### src/rtl/title_text_if.sv
// Pixel, control, string-write and font-ROM signals of the title text layer.
// master = video timing / CPU / ROM side, slave = title_text_engine.
interface title_text_if;
    logic        video_on;
    logic [9:0]  pixel_x;
    logic [9:0]  pixel_y;
    logic        frame_tick;
    logic [1:0]  mode;
    logic        restart;
    logic        str_we;
    logic [3:0]  str_idx;
    logic [6:0]  str_char;
    logic [10:0] rom_addr;
    logic [7:0]  font_word;
    logic        text_on;
    logic [2:0]  rgb_text;
    logic        reveal_done;

    modport master (
        output video_on, pixel_x, pixel_y, frame_tick, mode, restart,
               str_we, str_idx, str_char, font_word,
        input  rom_addr, text_on, rgb_text, reveal_done
    );

    modport slave (
        input  video_on, pixel_x, pixel_y, frame_tick, mode, restart,
               str_we, str_idx, str_char, font_word,
        output rom_addr, text_on, rgb_text, reveal_done
    );
endinterface

### src/rtl/title_text_engine.sv
// Scaled 8x16-font title string renderer with a writable string buffer and
// static / blink / typewriter display modes; fixed 2-cycle pixel latency.
module title_text_engine #(
    parameter int          N_CHARS       = 5,
    parameter int          SCALE_LOG2    = 2,
    parameter int          X0            = 256,
    parameter int          Y0            = 32,
    parameter logic [2:0]  COLOR         = 3'b111,
    parameter int          BLINK_FRAMES  = 30,
    parameter int          REVEAL_FRAMES = 8
) (
    input  logic   clk,
    input  logic   reset_n,
    title_text_if.slave bus
);
    localparam int CELL_W = 8 << SCALE_LOG2;
    localparam int CELL_H = 16 << SCALE_LOG2;
    localparam int X_END  = X0 + N_CHARS * CELL_W;
    localparam int Y_END  = Y0 + CELL_H;
    localparam int RW     = (REVEAL_FRAMES > 1) ? $clog2(REVEAL_FRAMES) : 1;
    localparam int BW     = (BLINK_FRAMES > 1) ? $clog2(BLINK_FRAMES) : 1;

    if (X_END > 640 || Y_END > 480) begin : g_bad_geometry
        $error("title string does not fit on the 640x480 screen");
    end

    logic [6:0]  r_buf [N_CHARS];
    logic [10:0] w_dx, w_dy;
    logic        w_in_region;
    logic [3:0]  w_char_idx;
    logic [2:0]  w_col;
    logic [3:0]  w_row;
    logic [6:0]  w_sel_char;

    logic        r_in_region_d, r_video_on_d;
    logic [2:0]  r_col_d;
    logic [3:0]  r_char_idx_d;

    logic [RW-1:0] r_reveal_frm;
    logic [4:0]    r_reveal_cnt;
    logic          r_reveal_done;
    logic [BW-1:0] r_blink_frm;
    logic          r_phase;
    logic          w_blink_hold;

    logic        w_char_visible, w_blink_visible, w_lit;
    logic        r_text_on;
    logic [2:0]  r_rgb_text;

    assign w_dx = {1'b0, bus.pixel_x} - 11'(X0);
    assign w_dy = {1'b0, bus.pixel_y} - 11'(Y0);
    assign w_in_region = ({1'b0, bus.pixel_x} >= 11'(X0)) && ({1'b0, bus.pixel_x} < 11'(X_END)) &&
                         ({1'b0, bus.pixel_y} >= 11'(Y0)) && ({1'b0, bus.pixel_y} < 11'(Y_END));
    assign w_char_idx = 4'(w_dx >> (3 + SCALE_LOG2));
    assign w_col      = 3'(w_dx >> SCALE_LOG2);
    assign w_row      = 4'(w_dy >> SCALE_LOG2);

    always_comb begin
        w_sel_char = 7'h00;
        for (int i = 0; i < N_CHARS; i++) begin
            if (w_char_idx == 4'(i)) w_sel_char = r_buf[i];
        end
    end

    assign bus.rom_addr = w_in_region ? {w_sel_char, w_row} : 11'd0;

    // Slots at or beyond N_CHARS never match, so out-of-range writes drop.
    always_ff @(posedge clk or negedge reset_n) begin
        if (!reset_n) begin
            for (int i = 0; i < N_CHARS; i++) r_buf[i] <= 7'h20;
        end else begin
            for (int i = 0; i < N_CHARS; i++) begin
                if (bus.str_we && bus.str_idx == 4'(i)) r_buf[i] <= bus.str_char;
            end
        end
    end

    always_ff @(posedge clk or negedge reset_n) begin
        if (!reset_n) begin
            r_in_region_d <= 1'b0;
            r_video_on_d  <= 1'b0;
            r_col_d       <= 3'd0;
            r_char_idx_d  <= 4'd0;
        end else begin
            r_in_region_d <= w_in_region;
            r_video_on_d  <= bus.video_on;
            r_col_d       <= w_col;
            r_char_idx_d  <= w_char_idx;
        end
    end

    always_ff @(posedge clk or negedge reset_n) begin
        if (!reset_n) begin
            r_reveal_frm  <= '0;
            r_reveal_cnt  <= 5'd0;
            r_reveal_done <= 1'b0;
        end else if (bus.restart) begin
            r_reveal_frm  <= '0;
            r_reveal_cnt  <= 5'd0;
            r_reveal_done <= 1'b0;
        end else if (bus.frame_tick && !r_reveal_done) begin
            if (r_reveal_frm == RW'(REVEAL_FRAMES - 1)) begin
                r_reveal_frm  <= '0;
                r_reveal_cnt  <= r_reveal_cnt + 5'd1;
                r_reveal_done <= (r_reveal_cnt == 5'(N_CHARS - 1));
            end else begin
                r_reveal_frm <= r_reveal_frm + RW'(1);
            end
        end
    end

    // In typewriter-then-blink the blink timer only starts once the string is complete.
    assign w_blink_hold = (bus.mode == 2'd3) && !r_reveal_done;

    always_ff @(posedge clk or negedge reset_n) begin
        if (!reset_n) begin
            r_blink_frm <= '0;
            r_phase     <= 1'b1;
        end else if (bus.restart || w_blink_hold) begin
            r_blink_frm <= '0;
            r_phase     <= 1'b1;
        end else if (bus.frame_tick) begin
            if (r_blink_frm == BW'(BLINK_FRAMES - 1)) begin
                r_blink_frm <= '0;
                r_phase     <= ~r_phase;
            end else begin
                r_blink_frm <= r_blink_frm + BW'(1);
            end
        end
    end

    always_comb begin
        w_char_visible  = (bus.mode < 2'd2) || ({1'b0, r_char_idx_d} < r_reveal_cnt);
        w_blink_visible = 1'b1;
        case (bus.mode)
            2'd1:    w_blink_visible = r_phase;
            2'd3:    w_blink_visible = !r_reveal_done || r_phase;
            default: w_blink_visible = 1'b1;
        endcase
        w_lit = r_video_on_d && r_in_region_d && bus.font_word[3'd7 - r_col_d] &&
                w_char_visible && w_blink_visible;
    end

    always_ff @(posedge clk or negedge reset_n) begin
        if (!reset_n) begin
            r_text_on  <= 1'b0;
            r_rgb_text <= 3'b000;
        end else begin
            r_text_on  <= w_lit;
            r_rgb_text <= w_lit ? COLOR : 3'b000;
        end
    end

    assign bus.text_on     = r_text_on;
    assign bus.rgb_text    = r_rgb_text;
    assign bus.reveal_done = r_reveal_done;
endmodule
### src/flat_wrapper.sv
// flat-port wrapper written by rule: the top's interface ports become plain ports
module title_text_engine_flat 
#(
    parameter int          N_CHARS       = 5,
    parameter int          SCALE_LOG2    = 2,
    parameter int          X0            = 256,
    parameter int          Y0            = 32,
    parameter logic [2:0]  COLOR         = 3'b111,
    parameter int          BLINK_FRAMES  = 30,
    parameter int          REVEAL_FRAMES = 8
)
  (clk, reset_n, bus_video_on, bus_pixel_x, bus_pixel_y, bus_frame_tick, bus_mode, bus_restart, bus_str_we, bus_str_idx, bus_str_char, bus_font_word, bus_rom_addr, bus_text_on, bus_rgb_text, bus_reveal_done);
  title_text_if bus_i ();
  input  logic clk;
  input  logic reset_n;
  input wire logic [$bits(bus_i.video_on)-1:0] bus_video_on;
  input wire logic [$bits(bus_i.pixel_x)-1:0] bus_pixel_x;
  input wire logic [$bits(bus_i.pixel_y)-1:0] bus_pixel_y;
  input wire logic [$bits(bus_i.frame_tick)-1:0] bus_frame_tick;
  input wire logic [$bits(bus_i.mode)-1:0] bus_mode;
  input wire logic [$bits(bus_i.restart)-1:0] bus_restart;
  input wire logic [$bits(bus_i.str_we)-1:0] bus_str_we;
  input wire logic [$bits(bus_i.str_idx)-1:0] bus_str_idx;
  input wire logic [$bits(bus_i.str_char)-1:0] bus_str_char;
  input wire logic [$bits(bus_i.font_word)-1:0] bus_font_word;
  output wire logic [$bits(bus_i.rom_addr)-1:0] bus_rom_addr;
  output wire logic [$bits(bus_i.text_on)-1:0] bus_text_on;
  output wire logic [$bits(bus_i.rgb_text)-1:0] bus_rgb_text;
  output wire logic [$bits(bus_i.reveal_done)-1:0] bus_reveal_done;
  assign bus_i.video_on = bus_video_on;
  assign bus_i.pixel_x = bus_pixel_x;
  assign bus_i.pixel_y = bus_pixel_y;
  assign bus_i.frame_tick = bus_frame_tick;
  assign bus_i.mode = bus_mode;
  assign bus_i.restart = bus_restart;
  assign bus_i.str_we = bus_str_we;
  assign bus_i.str_idx = bus_str_idx;
  assign bus_i.str_char = bus_str_char;
  assign bus_i.font_word = bus_font_word;
  assign bus_rom_addr = bus_i.rom_addr;
  assign bus_text_on = bus_i.text_on;
  assign bus_rgb_text = bus_i.rgb_text;
  assign bus_reveal_done = bus_i.reveal_done;
  title_text_engine #(.N_CHARS(N_CHARS), .SCALE_LOG2(SCALE_LOG2), .X0(X0), .Y0(Y0), .COLOR(COLOR), .BLINK_FRAMES(BLINK_FRAMES), .REVEAL_FRAMES(REVEAL_FRAMES)) u_core (.clk(clk), .reset_n(reset_n), .bus(bus_i));
endmodule
### config.mk
export PLATFORM = sky130hd
export DESIGN_NAME = title_text_engine_flat
export DESIGN_NICKNAME = d
export VERILOG_FILES = /design/src/rtl/title_text_if.sv /design/src/rtl/title_text_engine.sv /design/src/flat_wrapper.sv
export SDC_FILE = /design/constraint.sdc
export NUM_CORES = 1
export LEC_CHECK = 0
export ABC_AREA = 1
export BUFFER_PORTS_ARGS = -buffer_cell sky130_fd_sc_hd__clkbuf_2
export CORE_MARGIN = 1.5
export CORE_UTILIZATION = 40
export DETAILED_ROUTE_END_ITERATION = 16
export HOLD_SLACK_MARGIN = 0.15
export PLACE_DENSITY = 0.66
export SYNTH_ARGS = -nofsm -noshare
export SYNTH_HDL_FRONTEND = slang
export SYNTH_SLANG_ARGS = --single-unit
### constraint.sdc
create_clock -name clk -period 3.3 [get_ports clk]
set_input_delay 0.33 -clock clk [delete_from_list [all_inputs] [get_ports clk]]
set_output_delay 0.33 -clock clk [all_outputs]
set_load 0.01 [all_outputs]
; Word-level counts from Yosys, hierarchy flattened
; Index checks and enable logic that the tools add are counted.
; Widths: inputs -> output; s select.
[totals]
in_bits = 47
ram_bits = 0
latch_bits = 0
output_inout_bits = 16
register_bits = 63
n_memories = 0
romBits = 0
wordCells = 94
[op_classes]
addsub = 6
n_reduce_logical = 26
bitwise_logic = 1
shifts = 0
magnitude_cmp = 7
muxes = 25
n_mul = 0
eq_ne = 13
div = 0
[ops]
columns = operator, count
row1 = $mux 7, 5
row2 = $mux 5, 6
row3 = $eq 4x2->1 const B, 4
row4 = $logic_and 1x1->1, 14
row5 = $mux 3, 4
row6 = $mux 11, 1
row7 = $add 5x1->5 const B, 2
row8 = $ge 10x6->1 const B, 1
row9 = $ge 10x9->1 const B, 1
row10 = $lt 10x7->1 const B, 1
row11 = $lt 10x9->1 const B, 1
row12 = $sub 9x9->9 const B, 1
row13 = $eq 4x1->1 const B, 2
row14 = $eq 4x3->1 const B, 2
row15 = $logic_not 4->1, 2
row16 = $reduce_bool 2->1, 4
row17 = $mux 1, 7
row18 = $sub 6x6->6 const B, 1
row19 = $eq 5x3->1 const B, 1
row20 = $eq 5x5->1 const B, 1
row21 = $lt 4x5->1, 1
row22 = $lt 3x4->1 const B, 1
row23 = $reduce_and 2->1, 2
row24 = $add 3x1->3 const B, 1
row25 = 10 further kinds, 12

; Depth between registers and ports, before layout
[depth]
ltp_word = 8
depth_mapped = 10
depth_no_buf = 10

; Least setup slack after synthesis
; OpenSTA, ideal clock, no wires.
[synth_path]
path_kind = input port to output port
from = input port bus_pixel_x[5]
to = output port bus_rom_addr[10]
required_ns = 2.970
path_buffers = 1
setup_slack_ns = 1.838
cell_stages = 8
arrival_time_ns = 1.132
cell_sequence = buf_4 nor2_4 nand2_1 nor2_2 nand2_1 nand2_1 nor2_1 nor2_1
[synth_between]
elab_chain_len = 8
word_cells_on_any_way = 17
cone_classes = add/sub (1) / order compare (2) / eq/ne (4) / mux (6) / reduce/logical (4)
[synth_rtl]
columns = element, line
row1 = from (decl), flat_wrapper.sv:17  ; input wire logic [$bits(bus_i.pixel_x)-1:0] bus_pixel_x;
row2 = $sub 9x9->9, title_text_engine.sv:50  ; assign w_dx = {1'b0, bus.pixel_x} - 11'(X0);
row3 = $logic_not 4->1, title_text_engine.sv:61  ; if (w_char_idx == 4'(i)) w_sel_char = r_buf[i];
row4 = $mux 7 (5 in series), title_text_engine.sv:61
row5 = $mux 11 *, title_text_engine.sv:65  ; assign bus.rom_addr = w_in_region ? {w_sel_char, w_row} : 11'd0;
row6 = to (decl), flat_wrapper.sv:26  ; output wire logic [$bits(bus_i.rom_addr)-1:0] bus_rom_addr;
; Every way passes the cells marked *; elsewhere a longest branch is shown, timed or not.

; Worst setup path after layout
[layout_path]
from = input port bus_pixel_x[5]
to = output port bus_rom_addr[4]
; The elaborated chain is that of the path after synthesis.

==> flow_metrics.py <==
metrics = {
    "outcome": {
        "status": "complete, no violations",
    },
    "die": {
        "die_y_um": 91.56,
        "ios": 63,
        "row_count": 32,
        "start_util": 0.4102,
        "fp.coreArea_um2": 7647,
        "die_area_um2": 8382,
        "chipWidth_um": 91.56,
    },
    "setup_path": {
        "worst_r2r_endpoint": "u_core.r_reveal_cnt[2]$_DFFE_PN0P_",
        "worst-setup-path-type": "input port to output pin",
        "critPathLaunchType": "input port",
        "reg2reg_setup_slack_ns": 1.84,
        "rr_startpoint": "u_core.r_reveal_frm[0]$_DFFE_PN0P_",
        "rr_worst_depth": 10,
        "worst-path-max-fanout": 11,
        "critPathArrivalTime_ns": 1.66,
        "critPathRequiredTime_ns": 2.97,
        "end_kind": "output pin",
        "startpoint": "bus_pixel_x[5]",
    },
    "cells_and_area": {
        "area_growth_pct": 19.94,
        "layout_common_cells": "nand2_1 (90), clkbuf_2 (58), dfrtp_1 (54)",
        "drive_gt1_frac": 0.2118,
        "n_antenna_cell": 0,
        "nets": 509,
        "mostFrequentLayoutCell": "nand2_1",
    },
    "synth": {
        "ys_seq_area_frac": 0.4811,
        "synth_top_cell_by_area": "dfrtp_1",
        "synth_cell_type_count": 31,
        "yosys_warnings": 0,
        "synthCells": 392,
        "ys_seq_elements": 60,
        "synth_nets": 448,
        "netlist.area_leader.share": 0.4308,
        "synthesis.area_um2": 3137,
        "synth_area_leaders": "dfrtp_1 (43%), nand2_1 (11%), o21ai_0 (6.9%), nand3_1 (6.5%), inv_1 (5.7%)",
        "syn_avg_cell_area_um2": 8.002,
    },
    "power": {
        "p_leak_nw": 1.966,
        "power.density_nw_per_um2": 537.2,
        "finalPower_mw": 2.021,
        "ir_drop_mv": 0.2173,
    },
    "min_path": {
        "holdCritPathClass": "input port to async pin",
    },
    "global_route": {
        "antenna_found_initial": 0,
        "grt_pass1_vias": 2635,
        "grt-ovfl-total": 0,
        "grt_usage": 0.1881,
        "grt_max_degree": 61,
        "grt_pass1_wl_um": 12080,
    },
    "timing": {
        "rsz0062_at_grt": "false",
        "slew_headroom": 0.4936,
        "fin_tns_setup_ns": 0,
        "tightest_slew_ns": 0.7596,
        "layout_min_cycle_time_ns": 1.995,
        "timing.fmax_mhz": 501.3,
        "finalCritPeriodShare": 0.6045,
        "slew_violations": 0,
        "finalHoldViolCount": 0,
        "skew_ns": 0.003625,
        "finalWorstSetupSlack_ns": 1.305,
        "setup_violations": 0,
    },
    "drt": {
        "drc": 0,
        "first_iter_violations": 141,
        "first_pass_iters": 4,
        "ant_nets": 0,
        "vias_per_cell": 4.832,
        "vias": 2706,
        "drt_wl_total_um": 7236,
        "drt-wirelength-per-cell_um": 12.92,
    },
    "clocking": {
        "cts_tree": "built",
        "cts_sinks": 60,
        "clk_latency_ns": 0.33,
        "cts_made_buffers": 9,
        "cts_resized": 0,
        "cts-root-buf": "clkbuf_8",
        "cts_buffer_depth": 2,
        "htreeDepth": 3,
        "path_clk_slew_ns": 0.07,
    },
    "place": {
        "place_ws_ns": 1.304,
        "dp_hpwl_um": 4919,
        "gp_congestion": 0.8153,
        "io_buffers": 58,
    },
    "job": {
        "maxCapViolations": 0,
    },
}
-- state kept, by name, summed over array words and instances, names as in the netlist --
name                    count
u_core.r_buf               35
u_core.r_reveal_cnt         5
u_core.r_in_region_d        1
u_core.r_col_d              3
u_core.r_reveal_frm         3
u_core.bus.reveal_done      1
u_core.r_blink_frm          5
u_core.bus.rgb_text         1
u_core.r_char_idx_d         4
u_core.r_phase              1
u_core.r_video_on_d         1
-- logic make-up (layout without fill, tap and decap cells) --
| family | after synthesis | count (layout) | share of synthesized area |
|---|---|---|---|
| fa+ha+maj | 9 | 9 | 0.03590 |
| simple gates | 205 | 205 | 0.2960 |
| flops | 60 | 60 | 0.4811 |
| mux | 1 | 1 | 0.003191 |
| compound gates | 51 | 51 | 0.08776 |
| xor+xnor | 2 | 2 | 0.005585 |
| buf+inv | 64 | 130 | 0.09054 |
-- how the worst max path moves through the flow --
stage,slack (ns),to,cells after the start
2_1_floorplan,1.84,bus_rom_addr[10],8
3_3_place_gp,1.33,bus_rom_addr[3],8
6_report,1.31,bus_rom_addr[4],9
3_5_place_dp,1.30,bus_rom_addr[3],8
5_1_grt,1.15,bus_rom_addr[3],8
4_1_cts,1.30,bus_rom_addr[4],9
-- worst max-delay path: stages --
cell and delay, ns:
clkbuf_2 0.23, nor2_4 0.17, nand2_1 0.09, nor2_2 0.34, nand2_1 0.09, nand2_1 0.08
nor2_1 0.04, nor2_1 0.14, clkbuf_2 0.16
-- repair_timing --
item	in CTS	in global routing
endpoints found under the hold margin	4	0
hold buffers	4	0
buffers inserted	0	0
endpoints found under the setup margin	0	0
-- through the flow --
stage	util	instance area, um^2	hold WS (ns)	instances
floorplan	-	3137	0.03441	392
global placement	0.4542	3473	0.4407	540
detailed placement	0.4542	3473	0.4405	540
CTS	0.4920	3762	0.1709	560
global route	0.4920	3762	0.2057	560
finish	0.4920	3762	0.1511	560
-- report_power, final --
group	switching (mW)	leakage, nW	internal, mW
logic	0.162	1.09	0.110
clock network	0.299	0.122	0.522
registers	0.0666	0.754	0.862
-- per-layer routing --
layer / share of wire / vias up / global-route usage
li1: - / 1396 / -
met1: 0.47 / 1232 / 0.2319
met2: 0.47 / 68 / 0.3097
met3: 0.039 / 10 / 0.03266
met4: 0.018 / 0 / 0.1068
met5: 0 / - / 0
-- cell usage after synthesis (all sizes together) --
master / instances
nand4: 20
o21ai: 44
nor2: 41
nand2: 92
mux2i: 1
xor2: 1
nand3: 42
buf: 13
or2: 8
o21bai: 1
xnor2: 1
inv: 50
dfstp: 6
o22ai: 1
a32o: 1
clkbuf: 1
ha: 9
nor3: 2
a21oi: 4
dfrtp: 54
-- final cells by class --
class | instances | area, um^2
multi-input combinational | 268 | 1344
sequential | 60 | 1509
timing repair buffer | 64 | 345.3
clock buffer | 10 | 137.6
inverter | 50 | 187.7
clock inverter | 6 | 111.4
fill | 760 | 3885
tap | 102 | 127.6
Note: power is estimated with default switching activity, not from simulation.
